--- config.mk ---
export PLATFORM = sky130hd
export DESIGN_NAME = fir_filter_engine
export DESIGN_NICKNAME = d
export VERILOG_FILES = /design/src/rtl/fir_filter_engine.sv
export SDC_FILE = /design/constraint.sdc
export NUM_CORES = 2
export LEC_CHECK = 0
export CAP_MARGIN = 20
export CORE_ASPECT_RATIO = 2
export CORE_MARGIN = 5
export CORE_UTILIZATION = 63
export DETAILED_ROUTE_END_ITERATION = 10
export PLACE_DENSITY = 0.78
export SETUP_SLACK_MARGIN = 0.4
export SLEW_MARGIN = 20
export SYNTH_ARGS = -nofsm -noshare
export SYNTH_HDL_FRONTEND = slang
export SYNTH_SLANG_ARGS = --single-unit
--- constraint.sdc ---
create_clock -name clk -period 9 [get_ports clk]
set_input_delay 0.9 -clock clk [delete_from_list [all_inputs] [get_ports clk]]
set_output_delay 0.9 -clock clk [all_outputs]
set_load 0.02 [all_outputs]
--- src/rtl/fir_filter_engine.sv ---
// Offline TAPS-tap FIR pass: streams the original-sound RAM through a Q2.14 filter
// and writes saturated unsigned results to the filtered-sound RAM at the same address.
module fir_filter_engine #(
    parameter int unsigned TAPS   = 16,
    parameter int unsigned ADDR_W = 16,
    parameter int unsigned LEN    = 65536
) (
    input  logic                     clk,
    input  logic                     rst,
    input  logic                     start,
    output logic                     busy,
    output logic                     done,
    input  logic                     coef_we,
    input  logic [$clog2(TAPS)-1:0]  coef_addr,
    input  logic [15:0]              coef_din,
    output logic [ADDR_W-1:0]        rd_addr,
    input  logic [15:0]              rd_data,
    output logic                     wr_en,
    output logic [ADDR_W-1:0]        wr_addr,
    output logic [15:0]              wr_data
);

    localparam int unsigned KW    = $clog2(TAPS);
    localparam int unsigned ACC_W = 33 + KW;

    typedef enum logic [2:0] {
        IDLE, FETCH, WAIT, SHIFT, MAC, WRITE, DONE
    } state_t;

    state_t state, state_next;

    logic        [15:0]       dl [TAPS];
    logic signed [15:0]       h  [TAPS];
    logic        [KW-1:0]     k;
    logic        [ADDR_W-1:0] n;
    logic signed [ACC_W-1:0]  acc;
    logic signed [ACC_W-1:0]  acc_next;
    logic signed [ACC_W-1:0]  shifted;
    logic signed [16:0]       x_ext;
    logic signed [32:0]       prod;
    logic        [15:0]       sat_val;
    logic                     last_tap;
    logic                     last_sample;

    assign last_tap    = (k == KW'(TAPS - 1));
    assign last_sample = (n == ADDR_W'(LEN - 1));
    assign busy        = (state != IDLE) && (state != DONE);
    assign done        = (state == DONE);

    always_ff @(posedge clk) begin
        if (!rst) state <= IDLE;
        else      state <= state_next;
    end

    always_comb begin
        state_next = state;
        case (state)
            IDLE:    if (start) state_next = FETCH;
            FETCH:   state_next = WAIT;
            WAIT:    state_next = SHIFT;
            SHIFT:   state_next = MAC;
            MAC:     if (last_tap) state_next = WRITE;
            WRITE:   state_next = last_sample ? DONE : FETCH;
            DONE:    state_next = IDLE;
            default: state_next = IDLE;
        endcase
    end

    always_comb begin
        x_ext    = {1'b0, dl[k]};
        prod     = 33'(x_ext) * 33'(h[k]);
        acc_next = acc + ACC_W'(prod);
        shifted  = acc_next >>> 14;
        sat_val  = shifted[15:0];
        if (shifted[ACC_W-1])
            sat_val = '0;
        else if (|shifted[ACC_W-2:16])
            sat_val = '1;
    end

    always_ff @(posedge clk) begin
        if (!rst) begin
            for (int unsigned i = 0; i < TAPS; i++) begin
                dl[i] <= '0;
                h[i]  <= (i == 0) ? 16'sh4000 : '0;
            end
            k       <= '0;
            n       <= '0;
            acc     <= '0;
            rd_addr <= '0;
            wr_en   <= 1'b0;
            wr_addr <= '0;
            wr_data <= '0;
        end else begin
            wr_en <= 1'b0;
            case (state)
                IDLE: begin
                    if (coef_we) h[coef_addr] <= coef_din;
                    if (start) begin
                        for (int unsigned i = 0; i < TAPS; i++) dl[i] <= '0;
                        n <= '0;
                    end
                end
                FETCH: rd_addr <= n;
                SHIFT: begin
                    for (int unsigned i = TAPS - 1; i > 0; i--) dl[i] <= dl[i-1];
                    dl[0] <= rd_data;
                    acc   <= '0;
                    k     <= '0;
                end
                MAC: begin
                    acc <= acc_next;
                    k   <= k + KW'(1);
                    // Result is registered on the final MAC edge so it is presented during WRITE
                    if (last_tap) begin
                        wr_en   <= 1'b1;
                        wr_addr <= n;
                        wr_data <= sat_val;
                    end
                end
                WRITE: if (!last_sample) n <= n + ADDR_W'(1);
                default: ;
            endcase
        end
    end

endmodule

==> results_dict.tcl <==
set metrics [dict create \
    syn_avg_cell_area_um2 11.3 \
    rsz0062_at_grt "no" \
    ys_warn_count 0 \
    numCtsBuffers 54 \
    grt_max_degree 115 \
    layout-drive-gt1-share 0.124 \
    fin_util 0.706 \
    min_from "wr_addr[7]" \
    p_per_area_nw_per_um2 241 \
    synth_seq_cells 625 \
    area_growth_pct 11.3 \
    netlist_area_um2 36800 \
    final_common_cell "edfxtp_1" \
    crit_fanout 16 \
    wl_per_cell_um 23.3 \
    gp_congestion 0.947 \
    fin_tns_setup_ps 0 \
    grt-ovfl-total 0 \
    fin_skew_ps 31.5 \
    yosys_most_used_dff "edfxtp_1" \
    p_sw_uw 3760 \
    die_h_um 352 \
    peakVddDrop_mv 0.225 \
    synth_cell_types 64 \
    synth_edf_count 400 \
    p_seq_frac 0.332 \
    htreeDepth 2 \
    path_clk_slew_ps 70 \
    die_x_um 181 \
    synth-seq-area-share 0.449 \
    drt_pass1_iterations 5 \
    fin_crit_sh 0.933 \
    coreArea_um2 58000 \
    critPathKind "flip-flop to flip-flop" \
    switching_share 0.380 \
    busiest_layer "met2" \
    use_met3 0.0336 \
    syn_inst 3272 \
    clk_latency_ps 640 \
    maxCapViolCount 0 \
    clkPwrFrac 0.255 \
    layout.nets 3734 \
    fin_hold_ws_ps 462 \
    comb_power_share 0.413 \
    io-pin-count 91 \
    cpMostUsedCell "fa_1" \
    use_met2 0.564 \
    die_area_um2 63700 \
    stdcell_count 4144 \
    syn_nets 3670 \
    critPathMaxStageDelay_ps 550 \
    grt_pass1_wl_mm 151 \
    drt-total-wl_mm 96.4 \
    p_int_uw 6120 \
    viasPerCell 6.10 \
    end_kind "flip-flop" \
    antenna_found_initial 0 \
    vias 25265 \
    hold_class "flip-flop to flip-flop" \
    max_slew_margin 0.260 \
    cts.sinks 625 \
    grt_usage 0.304 \
    cts_tree "done" \
    slowest_stage "fa_1" \
    path_buf_inv 7 \
    start_util 0.635 \
    max_freq_ghz 0.119 \
    root_buffer "clkbuf_16" \
    clock_path_buffers 3 \
    nFillCells 4156 \
    cp.required_ps 9490 \
    dpl.hpwl_mm 69.2 \
    tightest_slew_ps 1110 \
    period_needed_ps 8400 \
    path_delay_family "adder cells" \
    dp_cells 4025 \
    p_leak_uw 0.0168 \
    ys_async_sr_fraction 0 \
    crit_path_start_kind "flip-flop" \
    hold_viol 0 \
    drt.antenna.violating_nets 0 \
    portBuffers 90 \
    drcViolationCount 0 \
    antenna_cells 0 \
    final_cell_mix "400 x edfxtp_1, 399 x nand2_1, 349 x inv_1" \
    drt-initial-drc-count 2021 \
    status "completed" \
    arrival_ps 8890 \
    total_power_uw 9880 \
    rows 125 \
    grt_pass1_vias 27305 \
    slew_viol_final 0 \
    met1_usage 0.334 \
    setup_violations 0 \
]
[final cells by class]
| class | count | area (um^2) | share of cell area |
|---|---|---|---|
| repair buffers | 217 | 2040 | 0.0498 |
| flip-flops and latches | 625 | 16500 | 0.403 |
| clock inverters | 37 | 445 | 0.0109 |
| clock buffers | 65 | 1440 | 0.0352 |
| multi-input cells | 2086 | 18200 | 0.445 |
| well taps | 762 | 953 | 0.0233 |
| inverters | 352 | 1320 | 0.0323 |
[cells in the mapped netlist, drive strengths merged (6+ instances only)]
cell	instances	share of area
a21o	9	0.0018
o21ai	140	0.020
a22o	19	0.0045
o21a	10	0.0021
nor2b	44	0.0075
mux2	20	0.0061
a21boi	37	0.0075
edfxtp	400	0.33
a22oi	38	0.0077
buf	38	0.0047
nor3	10	0.0014
ha	131	0.045
nand2b	31	0.0053
nand2	401	0.041
clkbuf	171	0.017
a21oi	55	0.0076
mux2i	21	0.0057
inv	352	0.036
xnor2	27	0.0064
a221o	17	0.0046
and3	154	0.026
or3	6	0.0010
a31oi	6	0.0010
xor2	19	0.0045
mux4	140	0.086
nand3	24	0.0033
and2	265	0.045
nand4	14	0.0024
fa	227	0.12
dfxtp	225	0.12
nor2	184	0.019
[sequential cells by signal, indices dropped and copies added (netlist names), named ones only]
register,cells
acc,37
wr_en,1
n,16
wr_data,16
dl,256
h,256
k,4
wr_addr,16
rd_addr,16
state,3
[power groups by stage]
stage / registers, uW / logic [uW] / clock network [uW]
2_1_floorplan: 3310 / 2680 / 0
3_3_place_gp: 3340 / 3920 / 0
3_5_place_dp: 3350 / 4030 / 0
4_1_cts: 3290 / 4040 / 2550
5_1_grt: 3300 / 4520 / 2660
6_report: 3290 / 4080 / 2520
[cells by family after synthesis]
group / count (synthesis) / share of synthesized area
AOI/OAI and AO/OA: 352 / 0.0623
adders and majority gates: 358 / 0.168
xor gates and xnor gates: 46 / 0.0109
muxes: 181 / 0.0975
DFF: 625 / 0.449
buffers and inverters: 561 / 0.0580
and+or+nand+nor: 1149 / 0.155
[metrics by stage]
stage / setup WS [ps] / area, um^2
2_1_floorplan: 701 / 36800
3_3_place_gp: 468 / 38800
3_5_place_dp: 218 / 38900
4_1_cts: 465 / 40800
5_1_grt: 375 / 41000
6_report: 601 / 41000
[path summary, 6_finish.rpt]
kind | slack, ps | cells after the start | to
max reg2reg | 600 | 27 | wr_data[11]
min | 460 | 2 | wr_addr[7]
max | 600 | 27 | wr_data[11]
min reg2reg | 460 | 2 | wr_addr[7]
[worst min-delay path: stages (launching register included)]
cell and delay, ps:
dfxtp_1 310, nand2_1 40, a21boi_0 60
[repair_timing]
action,CTS,global route
gates resized for setup,1,13
setup buffers,0,16
endpoints found under the hold margin,0,0
pin swaps,0,4
setup endpoints to repair,16,16
gates cloned,0,1
hold buffers,0,0
[layer usage]
metal  vias to the layer above  routed length, um
li1                      11185                  -
met1                     12695              33000
met2                      1030              51500
met3                       355               4690
met4                         0               7240
met5                         -                  0
Power figures use the tool's default switching activity.
